File: config.mk
export PLATFORM = sky130hd
export DESIGN_NAME = sha256_msg_padder
export DESIGN_NICKNAME = d
export VERILOG_FILES = /design/src/rtl/sha256_msg_padder.sv
export SDC_FILE = /design/constraint.sdc
export NUM_CORES = 1
export LEC_CHECK = 0
export CELL_PAD_IN_SITES_DETAIL_PLACEMENT = 1
export CELL_PAD_IN_SITES_GLOBAL_PLACEMENT = 2
export CORE_MARGIN = 2
export CORE_UTILIZATION = 27
export DETAILED_ROUTE_END_ITERATION = 8
export PLACE_DENSITY = 0.85
export SYNTH_ARGS = -nofsm -noshare
export SYNTH_HDL_FRONTEND = slang
export SYNTH_SLANG_ARGS = --single-unit
File: constraint.sdc
create_clock -name clk -period 3.8 [get_ports clk]
set_input_delay 0.95 -clock clk [delete_from_list [all_inputs] [get_ports clk]]
set_output_delay 0.95 -clock clk [all_outputs]
set_load 0.01 [all_outputs]
File: src/rtl/sha256_msg_padder.sv
// FIPS 180-4 message padder: packs 32-bit big-endian message words into 512-bit chunks,
// inserting the 0x80 marker, zero fill and the 64-bit bit length.
module sha256_msg_padder #(
  parameter int unsigned LEN_W = 64
) (
  input  logic              clk,
  input  logic              rst,
  input  logic              msg_vld,
  output logic              msg_rdy,
  input  logic [31:0]       msg_data,
  input  logic              msg_last,
  input  logic [2:0]        msg_bytes,
  output logic              chunk_data_vld,
  input  logic              chunk_data_rdy,
  output logic [15:0][31:0] chunk_data,
  output logic              chunk_first,
  output logic              chunk_last
);

  typedef enum logic [1:0] {StFill, StOut, StOutLast, StXtra} state_e;

  state_e             state_q, state_d;
  logic [15:0][31:0]  buf_q, buf_d;
  logic [3:0]         idx_q, idx_d;
  logic [LEN_W-1:0]   len_q, len_d, len_next;
  logic               first_q, first_d;
  logic               pend_q, pend_d;
  logic               padded_q, padded_d;

  logic [2:0]         nbytes;
  logic [5:0]         inc;
  logic [4:0]         pad_pos;
  logic [63:0]        len_fld, len_fld_q;
  logic [31:0]        last_word;

  always_comb begin
    nbytes   = (msg_bytes > 3'd4) ? 3'd4 : msg_bytes;
    inc      = msg_last ? {nbytes, 3'b000} : 6'd32;
    len_next = len_q + LEN_W'(inc);
    len_fld  = 64'(len_next);
    len_fld_q = 64'(len_q);
    // Marker lands in the following word when the last word is full.
    pad_pos  = {1'b0, idx_q} + ((nbytes == 3'd4) ? 5'd1 : 5'd0);
    last_word = '0;
    for (int k = 0; k < 4; k++) begin
      if (3'(k) < nbytes) begin
        last_word[31-8*k -: 8] = msg_data[31-8*k -: 8];
      end else if (3'(k) == nbytes) begin
        last_word[31-8*k -: 8] = 8'h80;
      end
    end
  end

  always_comb begin
    state_d  = state_q;
    buf_d    = buf_q;
    idx_d    = idx_q;
    len_d    = len_q;
    first_d  = first_q;
    pend_d   = pend_q;
    padded_d = padded_q;
    unique case (state_q)
      StFill: begin
        if (msg_vld) begin
          len_d = len_next;
          if (!msg_last) begin
            buf_d[idx_q] = msg_data;
            idx_d        = idx_q + 4'd1;
            if (idx_q == 4'd15) begin
              state_d = StOut;
            end
          end else begin
            idx_d = '0;
            for (int w = 0; w < 16; w++) begin
              if (4'(w) > idx_q) begin
                buf_d[w] = '0;
              end
            end
            buf_d[idx_q] = last_word;
            if (nbytes == 3'd4 && idx_q != 4'd15) begin
              buf_d[idx_q+4'd1] = 32'h8000_0000;
            end
            if (pad_pos <= 5'd13) begin
              buf_d[14] = len_fld[63:32];
              buf_d[15] = len_fld[31:0];
              state_d   = StOutLast;
            end else begin
              pend_d   = 1'b1;
              padded_d = (pad_pos <= 5'd15);
              state_d  = StOut;
            end
          end
        end
      end
      StOut: begin
        if (chunk_data_rdy) begin
          first_d = 1'b0;
          if (pend_q) begin
            state_d = StXtra;
          end else begin
            state_d = StFill;
            idx_d   = '0;
          end
        end
      end
      StXtra: begin
        buf_d     = '0;
        buf_d[0]  = padded_q ? 32'h0 : 32'h8000_0000;
        buf_d[14] = len_fld_q[63:32];
        buf_d[15] = len_fld_q[31:0];
        pend_d    = 1'b0;
        state_d   = StOutLast;
      end
      StOutLast: begin
        if (chunk_data_rdy) begin
          state_d  = StFill;
          idx_d    = '0;
          len_d    = '0;
          first_d  = 1'b1;
          pend_d   = 1'b0;
          padded_d = 1'b0;
        end
      end
      default: state_d = StFill;
    endcase
  end

  always_ff @(posedge clk) begin
    if (rst) begin
      state_q  <= StFill;
      buf_q    <= '0;
      idx_q    <= '0;
      len_q    <= '0;
      first_q  <= 1'b1;
      pend_q   <= 1'b0;
      padded_q <= 1'b0;
    end else begin
      state_q  <= state_d;
      buf_q    <= buf_d;
      idx_q    <= idx_d;
      len_q    <= len_d;
      first_q  <= first_d;
      pend_q   <= pend_d;
      padded_q <= padded_d;
    end
  end

  always_comb begin
    msg_rdy        = (state_q == StFill);
    chunk_data_vld = (state_q == StOut) || (state_q == StOutLast);
    chunk_last     = (state_q == StOutLast);
    chunk_first    = first_q && chunk_data_vld;
    chunk_data     = buf_q;
  end

endmodule
==> run_results.csv, run 1 <==
group,metric,value,unit
sta,final.min_clock_period,3530,ps
critical_path,crit_slowest_cell,"sky130_fd_sc_hd__clkdlybuf4s50_1",
power,leakage_power,14.6,nW
die,floorplan.rows,122,
yosys,warning_count_from_the_yosys_run,0,
die,start_util,0.273,
yosys,largest_cells_by_area_after_synthesis,"sky130_fd_sc_hd__dfxtp_1 (39%), sky130_fd_sc_hd__o21ai_0 (6.6%), sky130_fd_sc_hd__a21oi_1 (6.2%), sky130_fd_sc_hd__a22o_1 (4.7%), sky130_fd_sc_hd__nand2_1 (4.7%)",
run,maxCapViolations,0,
clock_network,cts.root.buffer_cell,"sky130_fd_sc_hd__clkbuf_16",
detailed_routing,detail_route.first_pass.iterations,6,
die,core_area,111000,µm²
yosys,syn_area,30200,µm²
sta,fin_skew,22.3,ps
sta,timing.final.ws_setup,269,ps
sta,period_utilization_post_route,0.929,
clock_network,tritoncts_num_sinks,582,
detailed_routing,avgRoutedWirePerCell,32.3,µm
place,dp_hpwl,145,mm
clock_network,ctsResizeCount,0,
die,die_width,339,µm
critical_path,critPathCaptureType,"output port",
critical_path,critical_path_peak_fanout,6,
critical_path,worst_reg_to_reg_cells,8,
clock_network,clkLatencyLatePin,660,ps
yosys,number_of_enable_type_register_cells_in_the_synthesized_netlist,0,
run_status,status,"finished clean",
detailed_routing,detail_route.wirelength,196,mm
detailed_routing,post_drt_via_cell_ratio,6.10,
critical_path,timing.critical_path.cells,"inv_1 -> ha_1 -> and2_1 -> clkdlybuf4s50_1",
detailed_routing,postRouteAntennaNets,0,
sta,tightest_slew,1330,ps
min_path,timing.hold.worst_path_depth,2,
yosys,syn_avg_cell_area,7.74,µm²
global_route,global_route_wire_length_before_repair,275,mm
power,ir_drop,280,µV
critical_path,timing.critical_path.required,2850,ps
sta,finalSetupTns,0,ps
sta,rsz0062_at_grt,"no",
global_route,total_grt_overflow,0,
global_route,first_global_vias,35500,
yosys,synth_top_flop_cell,"sky130_fd_sc_hd__dfxtp_1",
sta,finalSetupViolCount,0,
clock_network,hold_buf_count_cts,0,
global_route,pin_count_of_the_biggest_net_entering_global_routing,168,
critical_path,critPathArrivalTime,2580,ps
clock_network,clock_tree.buffer_depth,3,
place,pre_cts_slack,-111,ps
sta,slew_violations,0,
critical_path,critical_path_buf_inv_count,2,
yosys,postSynthNetCount,3967,
yosys,synth_seq_area_share,0.385,
yosys,synth.distinct_cells,90,
die,overall_die_height,339,µm
clock_network,clk_pin_slew_worst_paths,60,ps
place,routabilityCongestion,0.983,
global_route,antenna_found_initial,9,
place,detailed_place.area,39500,µm²
layout,nFillCells,13200,
clock_network,h-tree-depth,3,
critical_path,critical_path_depth,4,
layout,fin_area,41800,µm²
yosys,ys_async_sr_fraction,0,
sta,finalHoldViolCount,0,
die,boundaryPins,556,
yosys,yosys_register_bits,582,
clock_network,tritoncts.num_buffers,71,
layout,syn2layout_area_growth,38.1,%
layout,final_layout_size_suffix_gt1_frac,0.124,
yosys,yosys.area.top_type,"sky130_fd_sc_hd__dfxtp_1",
critical_path,criticalPathCategory,"flip-flop to output port",
global_route,grtUsageTotal,0.326,
power,power_per_cell_area,481,nW/µm²
detailed_routing,detailedRoute.firstIterationViolations,4322,
critical_path,timing.critical_path.from_type,"flip-flop",
critical_path,path_delay_family,"buffers and inverters",
die,floorplan.die_area,115000,µm²
sta,highest_achievable_clock_rate,0.283,GHz
clock_network,post_cts.repair.setup_buffers,0,
yosys,synthDominantCellAreaShare,0.385,
sta,relative_slew_slack,0.112,
place,io_buffers,555,
detailed_routing,drcViolationCount,0,
detailed_routing,num_vias,37100,
yosys,synthCells,3909,
layout,layout.nets,4594,
clock_network,tritoncts,"yes",
min_path,min_path_type,"flip-flop to flip-flop",
critical_path,max_stage_delay_on_crit_path,590,ps
==> cells in the mapped netlist, drive strengths merged (27+ instances only) <==
master and number:
a22o 163, o31ai 48, nand4 37, nor2b 31
a22oi 146, nand3 130, mux2i 27, dfxtp 582
buf 85, o21ai 455, and3 44, a221oi 27
a21oi 379, nor2 371, inv 27, clkbuf 310
nor3 61, a31oi 86, o211ai 61, nand2 377
a32oi 47, nor4 35, and2 41
==> where the power goes <==
part	total, mW	internal [mW]	leakage (nW)	switching [mW]
Sequential	6.94	6.53	4.71	0.417
Clock	7.01	4.02	1.11	2.99
Combinational	6.12	2.10	8.78	4.02
==> per-stage QoR <==
step	cells	util	hold WS, ps	power (mW)
floorplan	3909	-	447	9.59
global placement	5951	0.356	445	12.9
detailed placement	5951	0.356	452	13.0
CTS	6070	0.377	460	19.9
global route	6071	0.377	480	20.6
finish	6073	0.377	455	20.1
==> per-layer routing <==
| metal | share of wire | global-route usage | vias to the layer above | routed length (µm) |
|---|---|---|---|---|
| li1 | - | - | 15800 | - |
| met1 | 0.40 | 0.409 | 18600 | 77900 |
| met2 | 0.43 | 0.489 | 2112 | 83500 |
| met3 | 0.11 | 0.0977 | 550 | 20900 |
| met4 | 0.070 | 0.198 | 6 | 13700 |
| met5 | 0.00018 | 0 | - | 35 |
==> cells in the final DEF (no fill, tap or decap), drive strengths merged, types with 18 or more instances in the layout <==
cell type,Yosys,routed
clkdlybuf4s50,0,552
nor2,371,371
a32o,25,25
and3,44,44
clkbuf,310,95
and2,41,41
nand3,130,130
o31ai,48,48
nor3,61,61
a22o,163,163
or3,21,21
a221oi,27,27
o21ai,455,455
dfxtp,582,582
a31oi,86,86
nand2,377,377
a21oi,379,379
xor2,18,18
nor2b,31,31
a32oi,47,47
mux2i,27,27
o211ai,61,61
nand4,37,37
a22oi,146,146
buf,85,397
a211oi,25,25
inv,27,31
nor4,35,35
==> tightest hold or removal path: cells and delay by family, from the launching register on <==
family | cells | cell delay, ps
compound gates | 1 | 50
simple gates | 1 | 50
flops | 1 | 310
==> layout make-up <==
| class | count | area [µm²] | share of cell area |
|---|---|---|---|
| repair buffers | 949 | 8810 | 0.211 |
| multi-input cells | 2904 | 17100 | 0.409 |
| clock buffers | 95 | 1960 | 0.0469 |
| well taps | 1488 | 1860 | 0.0446 |
| diodes | 3 | 7.51 | 0.000180 |
| flip-flops and latches | 582 | 11700 | 0.279 |
| clock inverters | 24 | 298 | 0.00713 |
| inverters | 28 | 106 | 0.00255 |
==> sequential cells by signal (all words and copies together), names as in the netlist <==
register and cells:
state_q 2, idx_q 4, len_fld_q 61, pend_q 1, chunk_data 512, padded_q 1, first_q 1
==> cell families after synthesis <==
| logic type | Yosys count | share of synthesized area |
|---|---|---|
| compound gates | 1608 | 0.343 |
| simple gates | 1218 | 0.190 |
| flops | 582 | 0.385 |
| buf+inv | 423 | 0.0553 |
| xor+xnor | 30 | 0.00869 |
| mux | 30 | 0.0101 |
| fa+ha+maj | 18 | 0.00769 |
==> worst paths after layout <==
path	from	to	slack (ps)
max	state_q[0]	chunk_first	270
min	chunk_data[481]	chunk_data[481]	460
max reg2reg	idx_q[0]	chunk_data[195]	400
min reg2reg	chunk_data[481]	chunk_data[481]	460
Power figures use the tool's default switching activity.
==> inputs of run 2 (changes only) <==
--- a/config.mk
+++ b/config.mk
@@ -5,6 +5,7 @@
 export SDC_FILE = /design/constraint.sdc
 export NUM_CORES = 1
 export LEC_CHECK = 0
+export ABC_CLOCK_PERIOD_IN_PS = 3800
 export CELL_PAD_IN_SITES_DETAIL_PLACEMENT = 1
 export CELL_PAD_IN_SITES_GLOBAL_PLACEMENT = 2
 export CORE_MARGIN = 2
==> results of run 2 <==
Final layout, timing and power as in run 1 (identical DEF).
